===== src/rtl/arc4_pkg.sv =====
// arc4_pkg: shared types and constants for the ARC4 encryptor.
package arc4_pkg;

    localparam int S_SIZE  = 256;
    localparam int KEY_LEN = 3;

    typedef enum logic [3:0] {
        IDLE, INIT, KSA_RDI, KSA_RDJ, KSA_WRI, KSA_WRJ, RD_LEN,
        PRGA_RDI, PRGA_RDJ, PRGA_WRI, PRGA_WRJ, PRGA_RDK, PT_RD, CT_WR, DONE
    } state_t;

    // Byte idx mod 3 of the key, most significant byte first.
    function automatic logic [7:0] key_byte(input logic [23:0] key, input logic [7:0] idx);
        logic [1:0] m;
        m = 2'(idx % 8'(KEY_LEN));
        return m == 2'd0 ? key[23:16] : m == 2'd1 ? key[15:8] : key[7:0];
    endfunction

endpackage


===== src/rtl/s_mem.sv =====
// s_mem: 256x8 single-port RAM with registered read, holds the ARC4 S array.
module s_mem
    import arc4_pkg::*;
(
    input  logic       clk,
    input  logic [7:0] addr_i,
    input  logic [7:0] wdata_i,
    input  logic       we_i,
    output logic [7:0] rdata_o
);

    logic [7:0] mem [S_SIZE];

    always_ff @(posedge clk) begin
        if (we_i) mem[addr_i] <= wdata_i;
        rdata_o <= mem[addr_i];
    end

endmodule


===== src/rtl/arc4_encrypt.sv =====
// arc4_encrypt: encrypts a length-prefixed plaintext buffer with ARC4 (24-bit key).
// S lives in s_mem; all control and data registers sit in one FSM block.
module arc4_encrypt
    import arc4_pkg::*;
(
    input  logic        clk,
    input  logic        rst_n,
    input  logic        en,
    output logic        rdy,
    input  logic [23:0] key,
    output logic [7:0]  pt_addr,
    input  logic [7:0]  pt_rddata,
    output logic [7:0]  ct_addr,
    output logic [7:0]  ct_wrdata,
    output logic        ct_wren
);

    state_t      state_q;
    logic [23:0] key_q;
    logic [7:0]  i_q, j_q, len_q, si_q, sj_q;
    logic [8:0]  k_q;
    logic        rdy_q, ct_wren_q;
    logic [7:0]  pt_addr_q, ct_addr_q, ct_wrdata_q;
    logic [7:0]  j_d, s_addr, s_wdata, s_rdata;
    logic        s_we, rd_j, wr_j;

    assign rdy       = rdy_q;
    assign pt_addr   = pt_addr_q;
    assign ct_addr   = ct_addr_q;
    assign ct_wrdata = ct_wrdata_q;
    assign ct_wren   = ct_wren_q;

    // The RAM address is combinational so each read result lands in the following state.
    always_comb begin
        rd_j    = state_q == KSA_RDJ || state_q == PRGA_RDJ;
        wr_j    = state_q == KSA_WRJ || state_q == PRGA_WRJ;
        j_d     = j_q + s_rdata + (state_q == KSA_RDJ ? key_byte(key_q, i_q) : 8'd0);
        s_addr  = rd_j ? j_d : wr_j ? j_q : state_q == PRGA_RDK ? si_q + sj_q : i_q;
        s_we    = state_q inside {INIT, KSA_WRI, KSA_WRJ, PRGA_WRI, PRGA_WRJ};
        s_wdata = state_q == INIT ? i_q : wr_j ? si_q : s_rdata;
    end

    s_mem u_s_mem (
        .clk     (clk),
        .addr_i  (s_addr),
        .wdata_i (s_wdata),
        .we_i    (s_we),
        .rdata_o (s_rdata)
    );

    always_ff @(posedge clk or negedge rst_n) begin
        if (!rst_n) begin
            state_q     <= IDLE;
            key_q       <= '0;
            i_q         <= '0;
            j_q         <= '0;
            k_q         <= '0;
            len_q       <= '0;
            si_q        <= '0;
            sj_q        <= '0;
            rdy_q       <= 1'b1;
            pt_addr_q   <= '0;
            ct_addr_q   <= '0;
            ct_wrdata_q <= '0;
            ct_wren_q   <= 1'b0;
        end else begin
            case (state_q)
                IDLE, DONE: begin
                    state_q <= IDLE;
                    if (en) begin
                        state_q   <= INIT;
                        key_q     <= key;
                        i_q       <= '0;
                        j_q       <= '0;
                        k_q       <= '0;
                        pt_addr_q <= '0;
                        rdy_q     <= 1'b0;
                    end
                end
                INIT: begin
                    i_q <= i_q + 8'd1;
                    j_q <= '0;
                    if (i_q == 8'd255) state_q <= KSA_RDI;
                end
                KSA_RDI:  state_q <= KSA_RDJ;
                PRGA_RDI: state_q <= PRGA_RDJ;
                KSA_RDJ, PRGA_RDJ: begin
                    si_q    <= s_rdata;
                    j_q     <= j_d;
                    state_q <= state_q == KSA_RDJ ? KSA_WRI : PRGA_WRI;
                end
                KSA_WRI, PRGA_WRI: begin
                    sj_q    <= s_rdata;
                    state_q <= state_q == KSA_WRI ? KSA_WRJ : PRGA_WRJ;
                end
                KSA_WRJ: begin
                    i_q     <= i_q + 8'd1;
                    state_q <= KSA_RDI;
                    // pt_addr has held 0 throughout, so the length byte is already on pt_rddata.
                    if (i_q == 8'd255) begin
                        j_q         <= '0;
                        len_q       <= pt_rddata;
                        ct_addr_q   <= '0;
                        ct_wrdata_q <= pt_rddata;
                        ct_wren_q   <= 1'b1;
                        state_q     <= RD_LEN;
                    end
                end
                RD_LEN: begin
                    ct_wren_q <= 1'b0;
                    if (len_q == 8'd0) begin
                        rdy_q   <= 1'b1;
                        state_q <= DONE;
                    end else begin
                        i_q     <= i_q + 8'd1;
                        k_q     <= 9'd1;
                        state_q <= PRGA_RDI;
                    end
                end
                PRGA_WRJ: begin
                    pt_addr_q <= k_q[7:0];
                    state_q   <= PRGA_RDK;
                end
                PRGA_RDK: state_q <= PT_RD;
                PT_RD: begin
                    ct_addr_q   <= k_q[7:0];
                    ct_wrdata_q <= pt_rddata ^ s_rdata;
                    ct_wren_q   <= 1'b1;
                    state_q     <= CT_WR;
                end
                CT_WR: begin
                    ct_wren_q <= 1'b0;
                    if (k_q == {1'b0, len_q}) begin
                        rdy_q   <= 1'b1;
                        state_q <= DONE;
                    end else begin
                        k_q     <= k_q + 9'd1;
                        i_q     <= i_q + 8'd1;
                        state_q <= PRGA_RDI;
                    end
                end
                default: state_q <= IDLE;
            endcase
        end
    end

endmodule


===== config.mk =====
export PLATFORM = sky130hd
export DESIGN_NAME = arc4_encrypt
export DESIGN_NICKNAME = d
export VERILOG_FILES = /design/src/rtl/arc4_pkg.sv /design/src/rtl/s_mem.sv /design/src/rtl/arc4_encrypt.sv
export SDC_FILE = /design/constraint.sdc
export NUM_CORES = 2
export LEC_CHECK = 0
export CAP_MARGIN = 20
export CORE_MARGIN = 2
export CORE_UTILIZATION = 55
export DETAILED_ROUTE_END_ITERATION = 6
export GPL_ROUTABILITY_DRIVEN = 0
export PLACE_DENSITY = 0.68
export SKIP_CTS_REPAIR_TIMING = 1
export SYNTH_ARGS = -nofsm -noshare
export SYNTH_HDL_FRONTEND = slang
export SYNTH_HIERARCHICAL = 1
export SYNTH_SLANG_ARGS = --single-unit

===== constraint.sdc =====
create_clock -name clk -period 44.2 [get_ports clk]
set_clock_uncertainty 0.05 [all_clocks]
set_input_delay 8.84 -clock clk [delete_from_list [all_inputs] [get_ports clk]]
set_output_delay 8.84 -clock clk [all_outputs]
set_load 0.03 [all_outputs]

==> flow_summary.json <==
{
  "number_of_routed_nets_with_antenna_violations": 0,
  "synth_ff_type": "sky130_fd_sc_hd__edfxtp_1",
  "cp.required_ns": 44.80,
  "route.detailed.vias_per_inst": 6.51,
  "grt_max_degree": 233,
  "clock_sinks": 2159,
  "routed-via-count": 42964,
  "hpwl_um": 117000,
  "synth.distinct_cells": 69,
  "timing_worst_setup_path_type": "reg2reg",
  "syn_area_per_cell_um2": 20.0,
  "synthDominantCellAreaShare_pct": 72.6,
  "hold_path.class": "reg2reg",
  "reg2reg_path_depth": 32,
  "relSlewSlack_pct": 23.6,
  "end_kind": "flop",
  "finalHoldWorstSlack_ns": 0.439,
  "timing.critical_path.from_type": "flop",
  "worstSkewPairLatency_ns": 0.84,
  "maxCapViolCount": 0,
  "r2r_setup_slack_ns": 32.77,
  "cts_inserted_buffers": 207,
  "fmax_ghz": 0.0875,
  "yosysTopAreaCell": "sky130_fd_sc_hd__edfxtp_1",
  "port_buffers": 60,
  "worst_path_most_repeated_cell": "sky130_fd_sc_hd__buf_4",
  "count_of_endpoints_failing_setup_in_the_final_report": 0,
  "drc": 0,
  "core_area_um2": 154000,
  "fin_crit_ns": 11.43,
  "final_net_count": 4443,
  "fp.dieArea_um2": 157000,
  "grt_pass1_wl_um": 296000,
  "yosys.cell_count.top_type": "sky130_fd_sc_hd__edfxtp_1",
  "total_area_of_multi_input_combinational_cells_um2": 19500,
  "area_growth_pct": 11.4,
  "timing.critical_path.from": "i_q[4]$_DFFE_PN0P_",
  "r2r_end": "u_s_mem/rdata_o[4]$_DFF_P_",
  "clk_pin_slew_worst_paths_ns": 0.06,
  "synth_fp_nets": 4306,
  "finalHoldViolCount": 0,
  "cts-root-to-sink-buffers": 3,
  "synth_async_sr_flop_share_pct": 4.77,
  "slowest_cell_on_crit_path": "sky130_fd_sc_hd__buf_4",
  "gr-usage-all-layers_pct": 25.9,
  "grt_antenna_before_repair": 6,
  "critical_path.max_stage_delay_ns": 0.85,
  "netlist_top_cells_count": "sky130_fd_sc_hd__edfxtp_1, sky130_fd_sc_hd__mux4_2, sky130_fd_sc_hd__nor2_1",
  "tightest_slew_ns": 1.14,
  "critical_path_arrival_ns": 12.03,
  "result_of_the_run": "finished clean",
  "synth-edff-count": 2048,
  "post_drt_wl_per_cell_um": 30.4,
  "die_y_extent_um": 397,
  "final_layout_size_suffix_gt1_share_pct": 22.1,
  "leakagePower_uw": 0.0299,
  "finalMaxSlewViolations": 0,
  "die_w_um": 397,
  "share_of_the_yosys_chip_area_belonging_to_registers_pct": 75.8,
  "peak_supply_drop_v": 0.0000595,
  "cts.htree.levels": 4,
  "grt_setup_unrepaired": "no",
  "ctsRootBufferMaster": "sky130_fd_sc_hd__clkbuf_16",
  "detailed_routing_iterations_pass_1": 5,
  "drt_iter0_markers": 5677,
  "worstPathMaxFanout": 94,
  "number_of_global_route_vias_before_repair": 42854,
  "final.period_utilization_pct": 25.9,
  "synth.cell_area_um2": 84700,
  "gr-total-overflow": 0,
  "finalSetupTns_ns": 0,
  "r2r-start": "i_q[4]$_DFFE_PN0P_",
  "n_fill_cell": 10684,
  "ioPinCount": 61,
  "worst_setup_path_endpoint": "u_s_mem/rdata_o[4]$_DFF_P_",
  "synth_warnings": 6,
  "core.rowCount": 144,
  "tritoncts": "yes",
  "synthCells": 4243,
  "power_density_nw_per_um2": 60.6,
  "storage_element_area_um2": 64200,
  "register_bit_total_from_synthesis": 2159,
  "routed_wl_um": 201000,
  "initial_utilization_pct": 55.2,
  "leading_post_synthesis_cells_by_cell_area": "sky130_fd_sc_hd__edfxtp_1, sky130_fd_sc_hd__mux4_2, sky130_fd_sc_hd__dfrtp_1, sky130_fd_sc_hd__a22oi_1, sky130_fd_sc_hd__nor2_1"
}
sequential cells by signal (all words and copies together), names as in the netlist:
register,flops
ct_wren,1
pt_addr,8
u_s_mem/mem,2048
len_q,8
j_q,8
si_q,8
ct_wrdata,8
rdy,1
sj_q,8
i_q,8
key_q,24
state_q,4
k_q,9
ct_addr,8
u_s_mem/rdata_o,8
cell usage in the layout, fill, tap and decap left out, drive strengths merged, types with 9 or more instances in the layout:
master         synthesis  final
xor2                  23     23
dfrtp                102    102
edfxtp              2048   2048
mux2                  31     31
ha                    19     19
nand3                 27     27
fa                     9      9
buf                   96    134
o21ai                 60     60
mux4                 512    512
inv                   17     22
nand4                 18     18
nand2                179    179
a22o                  10     10
a22oi                258    258
nor3                  38     38
a21oi                165    165
nor2                 289    289
clkbuf               172    283
clkdlybuf4s50          0     59
mux2i                 12     12
nor2b                 12     12
clkinv                 4     92
o41ai                 32     32
xnor2                 20     20
metrics by stage:
stage	cell area [µm²]	utilization (%)	setup WS (ns)	total power [µW]	instances
after CTS	94300	61.4	32.54	5750	6591
after global placement	87800	57.2	32.67	4080	6192
after floorplan	84700	-	30.07	3680	4243
after global routing	94400	61.5	31.59	5930	6598
final	94400	61.5	32.77	5720	6601
after detailed placement	88000	57.3	32.58	4110	6209
layer usage:
metal / global-route usage (%) / vias to the layer above / wire, µm
li1: - / 17788 / -
met1: 38.6 / 22636 / 81500
met2: 38.8 / 2209 / 93400
met3: 5.46 / 329 / 19500
met4: 8.32 / 2 / 6200
met5: 0 / - / 8
area by class of cell:
| cell class | instances | share of cell area, % |
|---|---|---|
| Antenna cell | 4 | 0.0106 |
| Clock buffer | 280 | 5.95 |
| Clock inverter | 102 | 0.734 |
| Inverter | 21 | 0.0835 |
| Multi-Input combinational cell | 1795 | 20.6 |
| Sequential cell | 2159 | 68.1 |
| Tap cell | 2044 | 2.71 |
| Timing Repair Buffer | 196 | 1.82 |
power breakdown:
part           internal [µW]  switching, µW  total, µW
registers               2490           46.6       2540
logic                    541            989       1530
clock network            917            736       1650
total                   3950           1770       5720
worst min path at each step:
stage                          startpoint               endpoint  slack [ns]  cells after the start
floorplan           key_q[16]$_DFFE_PN0P_  key_q[16]$_DFFE_PN0P_        0.39                      2
global placement    key_q[17]$_DFFE_PN0P_  key_q[17]$_DFFE_PN0P_        0.41                      2
detailed placement  key_q[10]$_DFFE_PN0P_  key_q[10]$_DFFE_PN0P_        0.41                      2
CTS                 key_q[20]$_DFFE_PN0P_  key_q[20]$_DFFE_PN0P_        0.44                      2
global route        key_q[13]$_DFFE_PN0P_  key_q[13]$_DFFE_PN0P_        0.46                      2
finish              key_q[13]$_DFFE_PN0P_  key_q[13]$_DFFE_PN0P_        0.44                      2
critical path, delay by kind of cell, from the launching register on:
| family | cells | cell delay, ns |
|---|---|---|
| mux | 3 | 1.14 |
| compound gates | 8 | 2.16 |
| xor+xnor | 2 | 0.47 |
| flops | 1 | 0.73 |
| simple gates | 8 | 1.05 |
| buf+inv | 8 | 4.55 |
| fa+ha+maj | 3 | 0.91 |
kinds of logic after synthesis:
logic type | share of synthesized area, %
AO/OA/AOI/OAI | 4.40
XOR/XNOR | 0.453
adder cells (fa/ha/maj) | 0.493
buffers and inverters | 1.61
flip-flops | 75.8
multiplexers | 14.2
AND/OR/NAND/NOR | 3.06
Note: power is estimated with default switching activity, not from simulation.
